`src/rtl/block_copy_engine.sv`:
```
// Word-granular block copy / fill engine driving a single-port data memory.
// Copy moves one word per READ+WRITE pair; fill writes one word per cycle.
module block_copy_engine #(
  parameter int ADDR_WIDTH = 16,
  parameter int DATA_WIDTH = 16
) (
  input  logic                  clk,
  input  logic                  rst_n,
  input  logic                  start,
  input  logic                  mode,
  input  logic [ADDR_WIDTH-1:0] src_addr,
  input  logic [ADDR_WIDTH-1:0] dst_addr,
  input  logic [ADDR_WIDTH-1:0] length,
  input  logic [DATA_WIDTH-1:0] fill_value,
  input  logic                  abort,
  output logic [ADDR_WIDTH-1:0] mem_address,
  output logic [DATA_WIDTH-1:0] mem_data_write,
  output logic                  mem_read,
  output logic                  mem_write,
  input  logic [DATA_WIDTH-1:0] mem_data_read,
  output logic                  busy,
  output logic                  done,
  output logic [ADDR_WIDTH-1:0] words_done
);

  typedef enum logic [1:0] {
    IDLE  = 2'd0,
    READ  = 2'd1,
    WRITE = 2'd2,
    DONE  = 2'd3
  } state_t;

  localparam logic [ADDR_WIDTH-1:0] ADDR_ONE  = ADDR_WIDTH'(1);
  localparam logic [ADDR_WIDTH-1:0] ADDR_ZERO = ADDR_WIDTH'(0);
  localparam logic [DATA_WIDTH-1:0] DATA_ZERO = DATA_WIDTH'(0);

  state_t                  state_r, state_s;
  logic [ADDR_WIDTH-1:0]   src_r, src_s;
  logic [ADDR_WIDTH-1:0]   dst_r, dst_s;
  logic [ADDR_WIDTH-1:0]   len_r, len_s;
  logic [ADDR_WIDTH-1:0]   cnt_r, cnt_s, cnt_inc_s;
  logic                    mode_r, mode_s;
  logic [DATA_WIDTH-1:0]   fill_r, fill_s;
  logic [DATA_WIDTH-1:0]   hold_r, hold_s;

  logic [ADDR_WIDTH-1:0]   addr_r, addr_s;
  logic [DATA_WIDTH-1:0]   wdata_r, wdata_s;
  logic                    rd_r, rd_s;
  logic                    wr_r, wr_s;
  logic                    busy_r, busy_s;
  logic                    done_r, done_s;

  assign cnt_inc_s = cnt_r + ADDR_ONE;

  // Next-state and next-register computation for the transfer sequencer.
  always_comb begin
    state_s = state_r;
    src_s   = src_r;
    dst_s   = dst_r;
    len_s   = len_r;
    cnt_s   = cnt_r;
    mode_s  = mode_r;
    fill_s  = fill_r;
    hold_s  = hold_r;
    case (state_r)
      IDLE: begin
        if (start) begin
          src_s  = src_addr;
          dst_s  = dst_addr;
          len_s  = length;
          mode_s = mode;
          fill_s = fill_value;
          cnt_s  = ADDR_ZERO;
          if (length == ADDR_ZERO) begin
            state_s = DONE;
          end else if (mode) begin
            state_s = WRITE;
          end else begin
            state_s = READ;
          end
        end else begin
          state_s = IDLE;
        end
      end
      READ: begin
        // An aborted read is dropped: the holding register keeps its old word.
        if (abort) begin
          state_s = DONE;
        end else begin
          hold_s  = mem_data_read;
          state_s = WRITE;
        end
      end
      WRITE: begin
        cnt_s = cnt_inc_s;
        if (abort || (cnt_inc_s == len_r)) begin
          state_s = DONE;
        end else if (mode_r) begin
          state_s = WRITE;
        end else begin
          state_s = READ;
        end
      end
      DONE: begin
        state_s = IDLE;
      end
      default: begin
        state_s = IDLE;
      end
    endcase
  end

  // Output decode for the upcoming state, so the registered outputs are a pure function of state_r.
  always_comb begin
    addr_s  = ADDR_ZERO;
    wdata_s = DATA_ZERO;
    rd_s    = 1'b0;
    wr_s    = 1'b0;
    busy_s  = 1'b0;
    done_s  = 1'b0;
    case (state_s)
      READ: begin
        addr_s = src_s + cnt_s;
        rd_s   = 1'b1;
        busy_s = 1'b1;
      end
      WRITE: begin
        addr_s  = dst_s + cnt_s;
        wdata_s = mode_s ? fill_s : hold_s;
        wr_s    = 1'b1;
        busy_s  = 1'b1;
      end
      DONE: begin
        done_s = 1'b1;
      end
      IDLE: begin
        done_s = 1'b0;
      end
      default: begin
        done_s = 1'b0;
      end
    endcase
  end

  // State, transfer context and registered memory-side outputs.
  always_ff @(posedge clk or negedge rst_n) begin
    if (!rst_n) begin
      state_r <= IDLE;
      src_r   <= ADDR_ZERO;
      dst_r   <= ADDR_ZERO;
      len_r   <= ADDR_ZERO;
      cnt_r   <= ADDR_ZERO;
      mode_r  <= 1'b0;
      fill_r  <= DATA_ZERO;
      hold_r  <= DATA_ZERO;
      addr_r  <= ADDR_ZERO;
      wdata_r <= DATA_ZERO;
      rd_r    <= 1'b0;
      wr_r    <= 1'b0;
      busy_r  <= 1'b0;
      done_r  <= 1'b0;
    end else begin
      state_r <= state_s;
      src_r   <= src_s;
      dst_r   <= dst_s;
      len_r   <= len_s;
      cnt_r   <= cnt_s;
      mode_r  <= mode_s;
      fill_r  <= fill_s;
      hold_r  <= hold_s;
      addr_r  <= addr_s;
      wdata_r <= wdata_s;
      rd_r    <= rd_s;
      wr_r    <= wr_s;
      busy_r  <= busy_s;
      done_r  <= done_s;
    end
  end

  assign mem_address    = addr_r;
  assign mem_data_write = wdata_r;
  assign mem_read       = rd_r;
  assign mem_write      = wr_r;
  assign busy           = busy_r;
  assign done           = done_r;
  assign words_done     = cnt_r;

endmodule

```
`config.mk`:
```
export PLATFORM = sky130hd
export DESIGN_NAME = block_copy_engine
export DESIGN_NICKNAME = d
export VERILOG_FILES = /design/src/rtl/block_copy_engine.sv
export SDC_FILE = /design/constraint.sdc
export NUM_CORES = 1
export LEC_CHECK = 0
export BUFFER_PORTS_ARGS = -buffer_cell sky130_fd_sc_hd__buf_2
export CAP_MARGIN = 30
export CORE_MARGIN = 2
export CORE_UTILIZATION = 55
export DETAILED_ROUTE_END_ITERATION = 16
export MAX_ROUTING_LAYER = met4
export PLACE_DENSITY = 0.78
export SYNTH_ARGS = -nofsm -noshare
export SYNTH_HDL_FRONTEND = slang
export SYNTH_SLANG_ARGS = --single-unit
export TNS_END_PERCENT = 50
```
`constraint.sdc`:
```
create_clock -name clk -period 6.8 [get_ports clk]
set_input_delay 1.36 -clock clk [delete_from_list [all_inputs] [get_ports clk]]
set_output_delay 1.36 -clock clk [all_outputs]
set_load 0.01 [all_outputs]
```
==> results by group <==
Status
  – Outcome: finished, final reports clean

Power
  – Combinational share of power: 0.456
  – Clock power frac: 0.232
  – Maximum vdd ir drop: roughly 280 uV
  – Power per cell area: 535.4 nW/um^2
  – Pwr Total: 4326 uW
  – Sw frac: 0.3668
  – Switch Pwr: 1587 uW
  – Leakage power: 0.003755 uW
  – P_int: 2739 uW
  – Sequential cell fraction of total power: 0.312

Logic synthesis
  – Synthesized flop and latch total: 135
  – Most used flip-flop cell after synthesis: dfrtp_1
  – Syn Std Cell Area: 6649 sq um
  – Synth Instances: 589
  – Seq/Total Area, Yosys: 0.5081
  – Top-area cell type share of the netlist area: 0.5081
  – Asr flop ratio synth: 1.000
  – Warnings, synthesis: 0
  – Synth area leader: dfrtp_1
  – Synth area leaders: dfrtp_1 51%, mux2_2 16%, nor2_1 3.7%
  – Number of synthesized flops with an enable pin: 0
  – Distinct cells, synth: 60
  – Syn_area_per_cell: 11.29 sq um
  – Syn Nets: 694

Critical path
  – R2R Setup Slk: 670 ps
  – Startpoint Class: register
  – Cell family with most CP delay: compound AO/OA/AOI/OAI gates
  – Largest stage delay, worst path: 760 ps
  – WS Path Type: reg2reg
  – CP Cell Sequence: nand3_1 > or4_4 > a221oi_2 > nand4_1 > a2111oi_2 > a21oi_1 > a31oi_1 > ha_1 > mux2_2 > ha_1 > o21ai_0 > nor2_1 > o41a_1 > a2111oi_0 > o21ai_0 > xnor2_1 > nor2_1
  – Worst reg2reg path depth: 17
  – Crit path required time: around 7100 ps
  – Worst setup path startpoint: words_done[4]
  – CP max stage cell: ha_1
  – Buffers and inverters on the worst path: 0
  – CP endpoint kind: register
  – Arr. time, crit path: between 6000 and 7000 ps
  – End of the critical path: mem_address[15]
  – Reg2Reg Launch Point: words_done[4]
  – Capturing point of the worst reg2reg path: mem_address[15]
  – WP depth: 17
  – Critical Path Fanout Max: 17

Routing
  – DRT antenna net count: 0
  – Vias: 4998
  – WL final: approximately 16000 microns
  – Wirelength per Cell: 17.76 microns
  – Vias per inst: 5.680
  – DR iter-0 viols: 319
  – Drt drc: 0
  – Drt pass-1 iters: 4

Placement
  – IO buf count: 136
  – Routability congestion estimate: 0.9404
  – DP Wirelength: 11030 microns
  – Number of cells after detailed placement: roughly 850

Min path
  – Worst min path class: reg2reg

Finish
  – Fin cells: 880
  – Synth-to-layout area growth: 21.51%
  – Fill cell count: 927
  – Nets: 826
  – Share of cells above drive strength 1: 0.3738
  – ANT cells: 0

STA
  – Fmax: roughly 160 MHz
  – Min Tclk post-route: about 6000 ps
  – RSZ-0062 raised after global routing: no
  – Endpoints failing hold: 0
  – Max-slew violations: 0
  – Period Utilization, post-route: 0.9008
  – Slew @ Worst Pin: 979.1 ps
  – WHS: 493.2 ps
  – # setup viols final: 0
  – Max-slew headroom: 0.3459
  – Setup TNS: 0 ps
  – Layout Skew: between 7 and 8 ps

Floorplanning
  – Die area: roughly 13000 sq um
  – Initial Util: 0.5582
  – Rows: 40
  – I/O pins: 137
  – Die X: 114.0 microns
  – Chip height: around 110 microns
  – Core area: 11910 sq um

Clocking
  – CTS buffer count: 17
  – CTS Buffer Depth: 2
  – Hold_buf cts: 0
  – Clock Pin Slew Worst Setup and Hold Paths: 60 ps
  – Post-CTS setup buffers: 0
  – Post_cts resized: 0
  – CTS sink count: 135
  – H-tree depth: 4
  – CTS tree: yes
  – Clk Latency, worst-skew pair: 420 ps
  – Clock Tree Root: clkbuf_16

Global routing
  – Initial antenna violation count: 0
  – Gr ovfl total: 0
  – Largest net degree at the start of global routing: 73
  – First-pass GRT wire length: 25500 microns
  – Vias in the first global route: 5205
  – GRT Overall Usage: 0.2620

Flow run
  – Maxcap violations: 0
==> synthesized netlist by cell type (all sizes together), types with 3 or more instances <==
| cell | instances |
|---|---|
| dfrtp | 135 |
| mux2 | 93 |
| nor2 | 65 |
| o21ai | 28 |
| nand2 | 26 |
| ha | 19 |
| inv | 18 |
| nor3b | 18 |
| xnor2 | 17 |
| buf | 16 |
| a21oi | 15 |
| nor3 | 14 |
| clkbuf | 12 |
| xor2 | 12 |
| nand3 | 9 |
| nor4 | 8 |
| nand4 | 7 |
| o31ai | 7 |
| a21o | 5 |
| a31oi | 5 |
| a211oi | 4 |
| and2 | 4 |
| and3 | 4 |
| nor2b | 4 |
| o21bai | 4 |
| and4 | 3 |
| mux2i | 3 |
| nand2b | 3 |
| o21a | 3 |
| or3 | 3 |
==> worst min-delay path by stage <==
| stage | startpoint | endpoint | slack, ps | depth (start not counted) |
|---|---|---|---|---|
| final | src_r[14] | src_r[14] | 490 | 1 |
| after CTS | dst_r[1] | dst_r[1] | 500 | 2 |
| after global routing | hold_r[8] | hold_r[8] | 510 | 1 |
| after floorplan | src_r[1] | src_r[1] | 450 | 2 |
| after detailed placement | dst_r[1] | dst_r[1] | 480 | 2 |
| after global placement | dst_r[10] | dst_r[10] | 480 | 1 |
==> power groups by stage <==
stage	clock, uW	sequential [uW]	combinational, uW
2_1_floorplan	0	1330	1450
4_1_cts	1020	1350	1980
3_5_place_dp	0	1360	1960
6_report	1000	1350	1970
5_1_grt	1050	1390	2180
3_3_place_gp	0	1350	1890
==> cell families after synthesis <==
family          share of synthesized area
simple gates                       0.1329
flops                              0.5081
mux                                0.1620
compound gates                    0.09089
buf+inv                           0.02917
xor+xnor                          0.03820
fa+ha+maj                         0.03877
==> cell type report <==
| cell class | instances | area [sq um] | area share |
|---|---|---|---|
| inverter | 19 | 71.32 | 0.008828 |
| sequential | 135 | 3378 | 0.4182 |
| multi-input combinational | 407 | 3078 | 0.3810 |
| tap | 147 | 183.9 | 0.02277 |
| timing repair buffer | 141 | 724.4 | 0.08967 |
| clock buffer | 19 | 442.9 | 0.05482 |
| clock inverter | 12 | 200.2 | 0.02478 |
==> flip-flops by register name (all words and copies together) (netlist names) <==
signal          flops
words_done         16
mem_address        16
done                1
len_r              16
state_r             2
busy                1
fill_r             16
mode_r              1
mem_read            1
dst_r              16
hold_r             16
src_r              16
mem_data_write     16
mem_write           1
==> cell usage in the layout, fill, tap and decap left out, types with 3 or more instances in the layout <==
cell and n:
buf_4 5, nand4_1 6, and3_1 4, nor3_1 14
buf_2 135, and2_1 3, inv_1 18, nor3b_1 17
o21a_1 3, a31oi_1 5, clkinvlp_4 3, nand2_1 26
a21oi_1 15, nand3_1 9, a211oi_1 4, nor4_1 7
a21o_1 5, xor2_1 12, o21ai_0 27, o31ai_1 7
mux2_2 93, o21bai_1 4, bufinv_16 5, xnor2_1 17
ha_1 19, clkbuf_16 17, dfrtp_1 135, nor2_1 65
mux2i_1 3, nor2b_1 4, nand2b_1 3
==> routing by layer <==
layer	vias up	GRT usage	wire, microns
met2	149	0.4214	7685
li1	2368	-	-
met3	17	0.08183	965
met5	-	-	0
met4	0	0.07561	212
met1	2464	0.3210	6767
==> through the flow <==
| step | util | instance area, sq um | worst slack (ps) |
|---|---|---|---|
| CTS | 0.6783 | 8079 | 762.3 |
| global placement | 0.6243 | 7436 | 1091 |
| global route | 0.6783 | 8079 | 277.5 |
| detailed placement | 0.6243 | 7436 | 791.7 |
| finish | 0.6783 | 8079 | 674.5 |
| floorplan | - | 6649 | 1470 |
==> worst reg2reg max path: cells and delay by family, from the launching register on <==
family / cells / cell delay, ps
AOI/OAI and AO/OA: 8 / 2490
and+or+nand+nor: 5 / 1300
adders and majority gates: 2 / 1080
DFF: 1 / 550
muxes: 1 / 420
xor gates and xnor gates: 1 / 180
(Power assumes the default switching activity.)
